<file path="config.mk">
export PLATFORM = sky130hd
export DESIGN_NAME = bpsk_tx_scheduler
export DESIGN_NICKNAME = d
export VERILOG_FILES = /design/src/rtl/bpsk_tx_scheduler.sv
export SDC_FILE = /design/constraint.sdc
export NUM_CORES = 1
export LEC_CHECK = 0
export ABC_CLOCK_PERIOD_IN_PS = 2900
export CORE_ASPECT_RATIO = 1.2
export CORE_MARGIN = 10
export CORE_UTILIZATION = 45
export DETAILED_ROUTE_END_ITERATION = 10
export PLACE_DENSITY_LB_ADDON = 0.25
export SETUP_SLACK_MARGIN = 0.3
export SLEW_MARGIN = 20
export SYNTH_ARGS = -nofsm -noshare
export SYNTH_HDL_FRONTEND = slang
export SYNTH_SLANG_ARGS = --single-unit
</file>
<file path="constraint.sdc">
create_clock -name clk -period 2.9 [get_ports clk]
set_clock_uncertainty 0.1 [all_clocks]
set_input_delay 0.29 -clock clk [delete_from_list [all_inputs] [get_ports clk]]
set_output_delay 0.29 -clock clk [all_outputs]
set_load 0.005 [all_outputs]
</file>
<file path="src/rtl/bpsk_tx_scheduler.sv">
`default_nettype none
// ============================================================================
// Module   : bpsk_tx_scheduler
// Purpose  : Shares the BPSK transmit path between two packet sources.
//            A round-robin arbiter grants one requester, its payload is
//            latched into a shift register, a fixed preamble is sent first,
//            then the payload MSB first, one bit per modulator symbol
//            strobe. An idle guard gap follows every packet.
// Ports    : clk        - system clock, rising edge
//            rst_n      - asynchronous active-low reset
//            req[1:0]   - per-source transmit request (level)
//            packet_0/1 - source payloads, sampled on grant
//            sym_next   - symbol-boundary strobe from the modulator
//            grant[1:0] - one-hot grant pulse, packet latched that cycle
//            tx_bit     - current symbol bit to the modulator
//            mod_enable - high through preamble and payload
//            busy       - high whenever not idle
//            active_src - index of the source being served
//            tx_done    - one-cycle pulse after the last payload bit
// Revision : 1.0 - initial release
// ============================================================================
module bpsk_tx_scheduler #(
    parameter int                       PACKET_SIZE      = 184,
    parameter int                       PREAMBLE_BITS    = 8,
    parameter logic [PREAMBLE_BITS-1:0] PREAMBLE_PATTERN = 8'hAA,
    parameter int                       GAP_CYCLES       = 64
) (
    input  logic                   clk,
    input  logic                   rst_n,
    input  logic [1:0]             req,
    input  logic [PACKET_SIZE-1:0] packet_0,
    input  logic [PACKET_SIZE-1:0] packet_1,
    input  logic                   sym_next,
    output logic [1:0]             grant,
    output logic                   tx_bit,
    output logic                   mod_enable,
    output logic                   busy,
    output logic                   active_src,
    output logic                   tx_done
);

    localparam int C_MAX_AB = (PACKET_SIZE > PREAMBLE_BITS) ? PACKET_SIZE : PREAMBLE_BITS;
    localparam int C_MAX    = (C_MAX_AB > GAP_CYCLES) ? C_MAX_AB : GAP_CYCLES;
    localparam int CW       = $clog2(C_MAX + 1);
    localparam int PW       = (PREAMBLE_BITS > 1) ? $clog2(PREAMBLE_BITS) : 1;

    localparam logic [CW-1:0] C_PRE_LAST = CW'(PREAMBLE_BITS - 1);
    localparam logic [CW-1:0] C_PAY_LAST = CW'(PACKET_SIZE - 1);
    localparam logic [CW-1:0] C_GAP_LOAD = CW'(GAP_CYCLES - 1);

    localparam logic [1:0] S_IDLE     = 2'd0;
    localparam logic [1:0] S_PREAMBLE = 2'd1;
    localparam logic [1:0] S_PAYLOAD  = 2'd2;
    localparam logic [1:0] S_GAP      = 2'd3;

    logic [1:0]             r_state;
    logic [1:0]             w_next_state;
    logic [CW-1:0]          r_cnt;
    logic [PACKET_SIZE-1:0] r_shift;
    logic                   r_rr_ptr;
    logic                   r_active_src;
    logic                   r_tx_done;
    logic                   w_req_any;
    logic                   w_sel;
    logic [CW-1:0]          w_pre_off;
    logic [PW-1:0]          w_pre_idx;

    assign w_req_any = |req;
    // Single requester wins outright; on contention the pointer names the
    // source that was not served last.
    assign w_sel     = (req == 2'b11) ? r_rr_ptr : req[1];

    // Preamble bits go out MSB first, so the pattern index counts down.
    assign w_pre_off = C_PRE_LAST - r_cnt;
    assign w_pre_idx = w_pre_off[PW-1:0];

    // ------------------------------------------------------------------
    // State register
    // ------------------------------------------------------------------
    always_ff @(posedge clk or negedge rst_n) begin
        if (!rst_n) begin
            r_state <= S_IDLE;
        end else begin
            r_state <= w_next_state;
        end
    end

    // ------------------------------------------------------------------
    // Next-state logic
    // ------------------------------------------------------------------
    always_comb begin
        w_next_state = r_state;
        unique case (r_state)
            S_IDLE: begin
                if (w_req_any) begin
                    w_next_state = S_PREAMBLE;
                end
            end
            S_PREAMBLE: begin
                if (sym_next && (r_cnt == C_PRE_LAST)) begin
                    w_next_state = S_PAYLOAD;
                end
            end
            S_PAYLOAD: begin
                if (sym_next && (r_cnt == C_PAY_LAST)) begin
                    w_next_state = S_GAP;
                end
            end
            S_GAP: begin
                if (r_cnt == '0) begin
                    w_next_state = S_IDLE;
                end
            end
            default: w_next_state = S_IDLE;
        endcase
    end

    // ------------------------------------------------------------------
    // Datapath: shared counter, payload shift register, arbiter pointer
    // ------------------------------------------------------------------
    always_ff @(posedge clk or negedge rst_n) begin
        if (!rst_n) begin
            r_cnt        <= '0;
            r_shift      <= '0;
            r_rr_ptr     <= 1'b0;
            r_active_src <= 1'b0;
            r_tx_done    <= 1'b0;
        end else begin
            r_tx_done <= 1'b0;
            unique case (r_state)
                S_IDLE: begin
                    if (w_req_any) begin
                        r_shift      <= w_sel ? packet_1 : packet_0;
                        r_active_src <= w_sel;
                        r_rr_ptr     <= ~w_sel;
                        r_cnt        <= '0;
                    end
                end
                S_PREAMBLE: begin
                    if (sym_next) begin
                        r_cnt <= (r_cnt == C_PRE_LAST) ? '0 : r_cnt + 1'b1;
                    end
                end
                S_PAYLOAD: begin
                    if (sym_next) begin
                        r_shift <= {r_shift[PACKET_SIZE-2:0], 1'b0};
                        if (r_cnt == C_PAY_LAST) begin
                            // Counter is reused to time the guard gap.
                            r_cnt     <= C_GAP_LOAD;
                            r_tx_done <= 1'b1;
                        end else begin
                            r_cnt <= r_cnt + 1'b1;
                        end
                    end
                end
                S_GAP: begin
                    if (r_cnt != '0) begin
                        r_cnt <= r_cnt - 1'b1;
                    end
                end
                default: r_cnt <= '0;
            endcase
        end
    end

    // ------------------------------------------------------------------
    // Output logic
    // ------------------------------------------------------------------
    always_comb begin
        grant      = 2'b00;
        tx_bit     = 1'b0;
        mod_enable = 1'b0;
        busy       = (r_state != S_IDLE);
        unique case (r_state)
            S_IDLE: begin
                // Gated by rst_n so the grant stays low while held in reset.
                if (rst_n && w_req_any) begin
                    grant = w_sel ? 2'b10 : 2'b01;
                end
            end
            S_PREAMBLE: begin
                mod_enable = 1'b1;
                tx_bit     = PREAMBLE_PATTERN[w_pre_idx];
            end
            S_PAYLOAD: begin
                mod_enable = 1'b1;
                tx_bit     = r_shift[PACKET_SIZE-1];
            end
            S_GAP: begin
                mod_enable = 1'b0;
            end
            default: begin
                mod_enable = 1'b0;
            end
        endcase
    end

    assign active_src = r_active_src;
    assign tx_done    = r_tx_done;

endmodule
`default_nettype wire

</file>
-- Word-level counts from Yosys, hierarchy flattened
Memories as Yosys holds them, arrays and structs flattened.
Index checks and enable logic that the tools add are counted.
- bits in registers: 197
- latch bits: 0
- memory bits (writable): 0
- ROM bits: 8
- output and inout port bits: 7
- memories: 1
- add/subtract/negate cells: 3
- multiply operators: 0
- divide/modulo/power cells: 0
- magnitude comparators: 1
- eq/ne operators: 13
- shift-type cells: 0
- mux-type cells: 26
- bitwise gates (word level): 1
- reductions and logical operators: 14
- memory list (name ; depth ; bits a word ; rd ports ; clocked after memory_dff ; write ports ; RTL line ; source):
    (no name shown) ; 8 ; 1 ; 1 ; 0 ; 0 ; 183 ; tx_bit = PREAMBLE_PATTERN[w_pre_idx];
- operator list (operator ; count):
    $mux W184 ; 3
    $pmux W184 S2 ; 1
    $mux W8 ; 6
    $pmux W8 S4 ; 1
    $mux W2 ; 7
    $ne A2 B2 Y1 const B ; 7
    $add A8 B1 Y8 const B ; 1
    $eq A8 B3 Y1 const B ; 1
    $eq A8 B8 Y1 const B ; 1
    $logic_not A8 Y1 ; 1
    $pmux W2 S4 ; 1
    $reduce_and A4 Y1 ; 2
    $reduce_bool A8 Y1 ; 1
    $sub A8 B1 Y8 const B ; 1
    $eq A2 B2 Y1 const B ; 3
    $mux W1 ; 6
    $lt A3 B4 Y1 const B ; 1
    $reduce_bool A2 Y1 ; 2
    $reduce_or A2 Y1 ; 2
    $logic_and A1 B1 Y1 ; 3
    $reduce_and A3 Y1 ; 1
    $sub A3 B3 Y3 const A ; 1
    $eq A2 B1 Y1 const B ; 1
    $logic_not A2 Y1 ; 1
    other kinds (3) ; 3

-- Logic depth before layout (Yosys ltp)
Gate-level depths: netlist of run 1.
- word-level depth: 5
- mapped depth: 9
- depth with buffers taken out: 6

-- Least setup slack after synthesis of run 1
Ideal clock, no wire load.
- kind: reg-to-reg
- from: register r_state[0]
- to: register r_shift[10]
- library setup time: 125 ps
- arrival: 1867 ps
- slack: 809 ps
- stages on the path, launching flop included: 10
- path buffers: 3
- period minus slack after synthesis: 2091 ps
- path through: dfrtp_1 > inv_1 > ha_1 > buf_6 > inv_2 > nor2_1 > a311oi_2 > buf_4 > buf_6 > mux2_2
- word-level cells in the longest chain between the ends: 3
- elaborated cells between the ends (all ways): 7
- those cells by class: eq/ne: 3; mux: 1; reduce/logical: 3
- ends and longest elaborated chain (element ; RTL line ; source):
    from (decl) ; 56 ; logic [1:0] r_state;
    from (signal assigned) ; 84 ; r_state <= w_next_state;
    $eq A2 B2 Y1 or $logic_not A2 Y1 (tied branches) ; 130 ; unique case (r_state)
    $ne A2 B2 Y1 (no source line) or $reduce_bool A2 Y1 (tied branches) ; n/a ;
    $reduce_and A3 Y1 (no source line) ; n/a ;
    to (signal assigned) ; 133 ; r_shift <= w_sel ? packet_1 : packet_0;
    to (signal assigned) ; 146 ; r_shift <= {r_shift[PACKET_SIZE-2:0], 1'b0};
    to (decl) ; 59 ; logic [PACKET_SIZE-1:0] r_shift;
Several ways; a longest one is shown, not always the timed one.
A chain may end at the register's enable or synchronous reset.

-- Worst setup path after layout of run 1
- from: register r_state[1]
- to: output port grant[0]
- word-level cells in the longest chain between the ends: 2
- ends and longest elaborated chain (element ; RTL line ; source):
    $logic_not A2 Y1 ; 174 ; unique case (r_state)
    $mux W2 ; 174 ;
    to (decl) ; 34 ; output logic [1:0] grant,
No other way between the ends.

==> results.md, run 1 <==
* Status: complete, no violations
* Syn_nets at 1778
* Crit start category: flop
* Clk root buf: clkbuf_16
* Overall Global Routing Usage at 23.4%
* Inserted Clock Buffers at 17
* Chip Width at approximately 170 um
* Worst path cell trace: inv_1 > ha_4 > buf_4 > nand3_1 > a21oi_1 > clkdlybuf4s50_1
* Leakage power at 6.20 nW
* Sinks on Clock Net at around 200
* Synth area leader: dfrtp_1
* Die ar. at between 0.03 and 0.04 sq mm
* Fill cell count at 2406
* Rel. slew slack at 45.3%
* Vias in the first global route at 12543
* Hold Crit Class: input pin to flop
* CP max stage cell: clkdlybuf4s50_1
* Share of cells above drive strength 1 at around 16%
* FF-to-FF path depth at 7
* Launch point of the worst path: r_state[1]$_DFFE_PN0P_
* Io pins at 380
* Register area at a little under 0.005 sq mm
* Slowest cell delay on critical path at 0.57 ns
* Crit path DAT at 2.15 ns
* Reg clk slew, reported paths at around 0.080 ns
* Post-Syn Instances at 1399
* Initial core utilization at between 40% and 50%
* Worst hold stages at 4
* Ys Warns at 0
* Grt ovf at 0
* EDFF count, synth at 0
* Num rows at 67
* Largest net degree at the start of global routing at 175
* Worst Max-Slew Pin Slew at 0.820 ns
* Area growth syn-to-layout at 35.4%
* Post-DP HPWL at ~30000 um
* Post-synth top area share at 38.7%
* Setup TNS at 0 ns
* Synth Cell Area at around 0.013 sq mm
* Die H at 204 um
* PwrDens at approximately 960 mW/mm^2
* Seq/Total Area, Yosys at 38.7%
* Nets at 2037
* Crit path required time at 2.51 ns
* Critical R2R Capture: r_state[1]$_DFFE_PN0P_
* Max-cap violations at 0
* Core area at 0.0279 sq mm
* Pre-CTS setup slack at 0.326 ns
* Total number of vias at 12470
* Post-CTS setup buffers at 0
* RSZ-0062 raised after global routing: true
* CP Capture Point: grant[0]
* # DRC at 0
* CTS tree: done
* Setup Viol. Count Final at 0
* Netlist cell types at 60
* R2R setup slack at 0.51 ns
* Worst Setup Path Type: flop to primary output
* Initial antenna violation count at 9
* First-pass iteration count of the detailed router at 5
* Max Freq at 0.394 GHz
* Clock buffer depth at 2
* Slew Viols, Final at 0
* Synthesis-stage register bit count at approximately 200
* Post-route setup slack at roughly 0.36 ns
* Hold Fails Final Rpt at 0
* Via density at 6.06
* Async SR Flop Fraction at 100%
* Multi-input logic area at 0.00699 sq mm
* Mapped Avg Cell Area at 9.10 sq um
* Worst R2R Start: r_state[1]$_DFFE_PN0P_
* Crit share post-route at between 80% and 90%
* Primary FF master, synth: dfrtp_1
* Antenna Nets Post-Route at 0
* Wire per inst at 21.1 um
* Final min period at roughly 2.5 ns
* Iter 0 DRT Violations at 1021
* Gp weighted congestion at between 0.8 and 0.9
* Worst VDD drop at 0.789 mV
* H-tree Lvls at 4
* I/O Buffers at between 300 and 400
* Count leader, synth: dfrtp_1
* Synth top area cells: dfrtp_1, mux2_2, o211ai_1
* Worst skew pair latency at 0.44 ns
* Worst setup EP type: primary output
* Top cells by count, synth: dfrtp_1, nor2_1, o21ai_0
* First-pass GRT wire length at 68200 um
* Critical path peak fanout at 9
* Final wirelength at between 40000 and 50000 um
==> worst max-delay path: cells and delay by family (launching register included) <==
| kind | cells | cell delay (ns) |
|---|---|---|
| compound gates | 1 | 0.13 |
| fa+ha+maj | 1 | 0.18 |
| buf+inv | 3 | 0.88 |
| flops | 1 | 0.44 |
| simple gates | 1 | 0.07 |
==> cell families after synthesis <==
kind of cell    after synthesis  synth area share [%]
fa+ha+maj                     6                 0.590
flops                       197                  38.7
compound gates              592                  29.5
mux                         186                  16.5
buf+inv                     182                  6.74
xor+xnor                      2                 0.138
simple gates                234                  7.83
==> routing by layer <==
metal / GRT usage (%) / share of wire (%)
met5: 0 / 0.048
met4: 7.49 / 2.1
met3: 6.38 / 7.7
met2: 39.4 / 50
met1: 28.4 / 40
==> sequential cells by signal (all words and copies together) (netlist names) <==
signal	cells
active_src	1
tx_done	1
r_shift	184
r_state	2
r_rr_ptr	1
r_cnt	8
==> through the flow <==
stage	power (mW)	hold slack, ns	utilization, %	area [sq um]	cells
6_report	16.6	0.291	61.7	17200	2057
3_5_place_dp	14.1	0.396	59.4	16600	2017
2_1_floorplan	12.0	-0.106	-	12700	1399
4_1_cts	16.6	0.295	61.6	17200	2050
3_3_place_gp	13.8	0.390	59.4	16600	2017
5_1_grt	17.8	0.331	61.7	17200	2056
==> how the worst min path moves through the flow <==
stage	startpoint	end
2_1_floorplan	rst_n	active_src$_DFFE_PN0P_
3_3_place_gp	r_shift[172]$_DFFE_PN0P_	r_shift[172]$_DFFE_PN0P_
3_5_place_dp	r_shift[11]$_DFFE_PN0P_	r_shift[11]$_DFFE_PN0P_
4_1_cts	req[1]	active_src$_DFFE_PN0P_
5_1_grt	req[1]	active_src$_DFFE_PN0P_
6_report	req[1]	active_src$_DFFE_PN0P_
==> repair_timing <==
action,4_1_cts,5_1_grt
endpoints found under the setup margin,6,5
hold buffers,1,0
pin swaps,0,0
resized for setup,2,4
gates cloned,0,0
endpoints found under the hold margin,81,0
==> cells in the final DEF, fill, tap and decap left out, types with 4 or more instances in the layout <==
master,n
buf_12,10
diode_2,7
o211ai_1,188
clkbuf_16,17
nand3_1,6
clkbuf_8,4
o21ai_0,190
nor2_1,190
clkinv_4,4
nand2_1,7
inv_1,8
mux2_2,183
buf_4,20
a21oi_1,6
dfrtp_1,196
clkdlybuf4s50_1,377
a31oi_1,184
==> cell type report <==
class,count,share of cell area (%)
flip-flops and latches,197,28.6
multi-input cells,1020,40.5
repair buffers,410,24.1
well taps,379,2.75
diodes,7,0.102
inverters,12,0.334
clock inverters,12,0.799
clock buffers,20,2.71
==> report_power, final <==
part	switching (mW)	internal, mW	total, mW
sequential	0.850	4.26	5.11
clock	1.16	1.29	2.45
combinational	4.45	4.59	9.03
total	6.46	10.1	16.6
Note: power is estimated with default switching activity, not from simulation.
==> run 2, diff against run 1 <==
--- a/config.mk
+++ b/config.mk
@@ -10,9 +10,8 @@
 export CORE_MARGIN = 10
 export CORE_UTILIZATION = 45
 export DETAILED_ROUTE_END_ITERATION = 10
-export PLACE_DENSITY_LB_ADDON = 0.25
+export PLACE_DENSITY = 0.77
 export SETUP_SLACK_MARGIN = 0.3
-export SLEW_MARGIN = 20
 export SYNTH_ARGS = -nofsm -noshare
 export SYNTH_HDL_FRONTEND = slang
 export SYNTH_SLANG_ARGS = --single-unit
==> run 2 against run 1 <==
Net effect:
- utilization is 0.20 points higher
- critical path depth unchanged
- setup slack better by 0.053 ns
- design area grew 0.32%
- sequential power about the same
- worst hold slack got worse by 0.10 ns
- non-clock buffer count shrank 4
- flip-flop and latch count is the same
- fmax is 2.1% higher
- critical path type unchanged
- critical endpoint unchanged
==> results.md, run 2 (same netlist as run 1, synthesis figures left out) <==
* Status: complete, no violations
* I/O Buffers at 379 (unchanged)
* Final min period at 2.49 ns (-0.0527 ns)
* Max-cap violations at 0 (unchanged)
* Worst hold slack at 0.189 ns (-0.101 ns)
* Commonest non-fill, non-tap cell in the layout: clkdlybuf4s50_1
* Chip Width at 174 um (unchanged)
* Clk root buf: clkbuf_16
* Hold Fails Final Rpt at 0 (unchanged)
* Via density at 6.13 (+1.1%)
* Overall Global Routing Usage at 23.4% (+0.058 points)
* Crit path DAT at 2.10 ns (-0.05 ns)
* Area growth syn-to-layout at 35.8%
* Worst skew pair latency at 0.45 ns (about the same)
* Sinks on Clock Net at 197 (unchanged)
* Antenna Nets Post-Route at 0 (unchanged)
* Initial antenna violation count at 10 (+1)
* Reg clk slew, reported paths at 0.08 ns (about the same)
* Most frequent cells in the layout: clkdlybuf4s50_1, dfrtp_1, nor2_1, o21ai_0, o211ai_1
* Num rows at 67 (unchanged)
* Post-DP HPWL at 29500 um (-1.6%)
* Worst Max-Slew Pin Slew at 1.00 ns (+0.180 ns)
* H-tree Lvls at 4 (unchanged)
* Crit share post-route at 85.7% (-1.8 points)
* Pwr Total at 16.7 mW (+0.71%)
* Worst Setup Path Type: flop to primary output
* Leakage power at 6.24 nW (+0.49%)
* Hold Crit Class: input pin to asynchronous set/reset pin
* Gp weighted congestion at 0.830 (-6.2%)
* RSZ-0062 raised after global routing: false
* Initial core utilization at 45.6% (unchanged)
* Die H at 204 um (unchanged)
* Rel. slew slack at 33.3% (-12 points)
* Io pins at 380 (unchanged)
* Worst setup EP type: primary output
* Placed cell count at 2013 (-0.20%)
* Max reg flops at 184 (unchanged)
* CTS tree: done
* Critical path peak fanout at 8 (-1)
* Setup Viol. Count Final at 0 (unchanged)
* Max Freq at 0.402 GHz (+2.1%)
* Post-route setup slack at 0.415 ns (+0.0527 ns)
* Post-CTS setup buffers at 0 (unchanged)
* Core area at 0.0279 sq mm (unchanged)
* Share of cells above drive strength 1 at 15.7% (-0.32 points)
* Largest net degree at the start of global routing at 128 (-27%)
* Vias in the first global route at 12406 (-1.1%)
* Nets at 2033 (-0.20%)
* Post-route cell area at 0.0173 sq mm (+0.32%)
* First-pass GRT wire length at 67700 um (-0.76%)
* Slew Viols, Final at 0 (unchanged)
* Iter 0 DRT Violations at 1140 (+12%)
* Total number of vias at 12600 (+1.0%)
* Post-Layout Cell Count at 2056 (-0.049%)
* Grt ovf at 0 (unchanged)
* Post-DP Area at 0.0166 sq mm (+0.21%)
* Pre-CTS setup slack at 0.331 ns (+0.00483 ns)
* Setup TNS at 0 ns (unchanged)
* Post-layout util at 61.9% (+0.20 points)
* PwrDens at 967 mW/mm^2 (+0.39%)
* # DRC at 0 (unchanged)
* Crit start category: flop
* Top Registers: r_shift: 184 flops, r_cnt: 8 flops, r_state: 2 flops
* Die ar. at 0.0354 sq mm (unchanged)
* Wire per inst at 21.3 um (+0.90%)
* Final wirelength at 43800 um (+0.85%)
* Crit path required time at 2.51 ns (about the same)
* Worst VDD drop at 0.654 mV (-17%)
* Inserted Clock Buffers at 17 (unchanged)
* Clock buffer depth at 2 (unchanged)
* First-pass iteration count of the detailed router at 6 (+1)
* Biggest register: r_shift
run 2: changes by cell type in the layout (fill, tap and decap cells not counted), sizes merged:
cell,previous run,this run
buf,31,27
diode,7,10
bufinv,1,3
clkdlybuf4s50,377,375
dlygate4sd2,0,2
clkinvlp,1,0
inv,17,16
run 2: what timing repair did:
action,CTS,global route
hold buffers,1,0
setup endpoints to repair,5,1
pin swaps,0,0
gates resized for setup,4,1
hold endpoints to repair,29,0
run 2: power breakdown:
| group | total [mW] | switching, mW | internal, mW |
|---|---|---|---|
| Clock | 2.58 | 1.13 | 1.44 |
| Sequential | 5.10 | 0.833 | 4.26 |
| Combinational | 9.04 | 4.44 | 4.60 |
run 2: worst paths after layout:
kind	from	end	slack, ns	cells after the start
worst min-delay path	rst_n	r_shift[102]$_DFFE_PN0P_	0.19	2
worst max register to register	r_state[0]$_DFFE_PN0P_	r_shift[117]$_DFFE_PN0P_	0.47	7
worst max-delay path	r_state[0]$_DFFE_PN0P_	grant[0]	0.41	6
max in group asynchronous	rst_n	r_shift[71]$_DFFE_PN0P_	1.21	3
min in group clk	req[1]	active_src$_DFFE_PN0P_	0.33	5
worst min register to register	r_shift[59]$_DFFE_PN0P_	r_shift[59]$_DFFE_PN0P_	0.41	1
run 2: final cells by class:
type,instances,area [sq um]
fill,2420,10600
multi-input combinational,1020,6970
sequential,197,4930
timing repair buffer,406,4190
tap,379,474
clock buffer,20,467
clock inverter,12,165
inverter,12,60.1
antenna,10,25.0
run 2: metal layers:
metal  vias up  wire length, um  global-route usage [%]
met5         -               23                       0
li1       5816                -                       -
met4         4             1350                    10.5
met2       488            21100                    37.5
met3        71             3280                    6.60
met1      6221            18000                    28.9
run 2: critical path, cell delays in order (launching register included):
cell,delay [ns]
dfrtp_1,0.41
inv_1,0.15
ha_2,0.28
buf_4,0.19
nand3_1,0.12
a21oi_1,0.16
dlygate4sd2_1,0.33
==> patch: new RTL, settings of run 1 <==
Change the parameter `PREAMBLE_BITS` from 8 to 16.
--- a/src/rtl/bpsk_tx_scheduler.sv
+++ b/src/rtl/bpsk_tx_scheduler.sv
@@ -21,7 +21,7 @@
 // ============================================================================
 module bpsk_tx_scheduler #(
     parameter int                       PACKET_SIZE      = 184,
-    parameter int                       PREAMBLE_BITS    = 8,
+    parameter int                       PREAMBLE_BITS    = 16,
     parameter logic [PREAMBLE_BITS-1:0] PREAMBLE_PATTERN = 8'hAA,
     parameter int                       GAP_CYCLES       = 64
 ) (
Function: changed (Yosys sat finds a counterexample within 4 cycles, from zero or initial values and one cycle with rst_n low).
==> patch against run 1 <==
  * Total power shrank 9.8%
  * Global-route usage shrank 4.6 points
  * Via count shrank 24%
  * Critical path type unchanged
  * First-iteration DRC count shrank 43%
  * Setup slack gained 0.025 ns
  * Wire length shrank 26%
  * Area after synthesis shrank 8.5%
  * Sequential cell count is the same
  * Cell area shrank 5.0%
  * Highest routed layer is now met4
  * Register-to-register slack lost 0.09 ns
  * Maximum frequency grew 0.99%
==> patch: results <==
export IMPL_status="finished clean"
export IMPL_reg2reg_to="r_shift[48]"
export IMPL_p_sw_share_pct=35.64
export IMPL_p_leak_nw=6.801
export IMPL_ir_drop_uv=551.6
export IMPL_synth_async_reset_ratio_pct=100.0
export IMPL_timing_rr_start="r_state[0]"
export IMPL_diodes=0
export IMPL_wl_um=31930
export IMPL_numPortBuffers=379
export IMPL_cts_htree_levels=4
export IMPL_arrival_ns=2.12
export IMPL_drtPass1Iterations=7
export IMPL_cts_buffers=17
export IMPL_place_hpwl_um=24340
export IMPL_antenna_found_initial=0
export IMPL_worst_pin_slew_ns=0.8345
export IMPL_cts_reportedPaths_clkPinSlew_ns=0.07
export IMPL_r2r_cells=6
export IMPL_ys_warn_count=0
export IMPL_clockBufferDepth=2
export IMPL_synth_cell_types=54
export IMPL_grt_max_degree=155
export IMPL_drive_gt1_share_pct=17.46
export IMPL_min_path_type="input port to asynchronous set/reset pin"
export IMPL_r2r_setup_slack_ns=0.42
export IMPL_vias=9527
export IMPL_synth_seq_area_share_pct=42.34
export IMPL_grt_pass1_vias=9959
export IMPL_yosys_top_cells_area="dfrtp_1, mux2_2, mux2i_1"
export IMPL_place_gp_congestion=0.8741
export IMPL_grtUsageTotal_pct=18.79
export IMPL_syn_nets=1510
export IMPL_fillers=2127
export IMPL_yosys_top_cells_count="dfrtp_1, nand2_1, o21ai_0"
export IMPL_top_regs="r_shift (184), r_cnt (8), r_state (2)"
export IMPL_clk_latency_ns=0.42
export IMPL_crit_fanout=10
export IMPL_grt_pass1_wl_um=50820
export IMPL_nNetsFinal=1850
export IMPL_ctsRootBufferMaster="clkbuf_16"
export IMPL_drt_iter0_drc=580
export IMPL_post_place_ws_ns=0.2741
-- patch: cell types whose count changed after synthesis, moves of 4 or more --
cell	run 1	this run
nor2_1	190	7
nand2_1	7	193
buf_2	6	26
a31oi_1	184	1
buf_4	3	17
clkbuf_1	134	35
and3_1	1	5
mux2i_1	2	184
buf_6	18	1
o211ai_1	188	2
-- patch: cells by family (layout without fill, tap and decap cells) --
family	after synthesis	count (layout)	synth area share, %
adder cells (fa/ha/maj)	6	6	0.6448
multiplexers	370	370	33.87
flip-flops	197	197	42.34
buffers and inverters	98	450	4.062
AND/OR/NAND/NOR	233	233	8.415
AO/OA/AOI/OAI	226	226	10.59
XOR/XNOR	1	1	0.07524
-- patch: metrics by stage --
stage / utilization [%] / cell area, um^2 / cells / hold WS [ns]
finish: 64.27 / 16370 / 1813 / 0.2896
global placement: 61.91 / 15770 / 1779 / 0.1726
floorplan: - / 11640 / 1131 / -0.1056
CTS: 64.20 / 16350 / 1811 / 0.3083
detailed placement: 61.91 / 15770 / 1779 / 0.1779
global route: 64.27 / 16370 / 1813 / 0.3056
-- patch: power by group through the flow --
| stage | sequential (mW) | combinational (mW) | clock (mW) |
|---|---|---|---|
| after floorplan | 4.77 | 6.12 | 0 |
| after global placement | 4.95 | 7.53 | 0 |
| after detailed placement | 5.01 | 7.76 | 0 |
| after CTS | 4.97 | 7.80 | 2.33 |
| after global routing | 5.15 | 8.57 | 2.45 |
| final | 4.98 | 7.72 | 2.27 |
-- patch: worst max path at each step --
stage / start / slack [ns] / to / depth (start not counted)
after global routing: r_state[0] / 0.28 / grant[0] / 6
after floorplan: r_cnt[0] / 0.70 / r_state[0] / 7
after global placement: req[1] / 0.35 / r_shift[63] / 7
final: r_state[0] / 0.39 / grant[0] / 6
after CTS: r_state[0] / 0.32 / grant[0] / 6
after detailed placement: req[1] / 0.27 / r_shift[67] / 7
-- patch: critical path, cell delays in order (launching register included) --
cell and delay [ns]:
dfrtp_1 0.43, inv_1 0.13, ha_1 0.22, buf_6 0.16, nand3_1 0.09, a21oi_1 0.15, clkdlybuf4s50_1 0.53
-- patch: timing repair --
item | CTS | global route
hold buffers | 1 | 0
endpoints found under the hold margin | 43 | 0
endpoints found under the setup margin | 1 | 2
setup buffers | 0 | 2
gates resized for setup | 1 | 1
-- patch: per-layer routing --
layer	part of all wire (%)	up-vias	track usage, %
li1	-	4690	-
met1	41	4544	21.80
met2	53	262	33.27
met3	4.8	31	4.619
met4	2.0	0	5.861
met5	0	-	0
-- patch: area by class of cell --
cell class | count | share of cell area, %
clock buffer | 19 | 2.768
clock inverter | 12 | 0.7110
inverter | 10 | 0.2294
multi-input combinational | 836 | 38.34
sequential | 197 | 30.12
tap | 330 | 2.523
timing repair buffer | 409 | 25.31
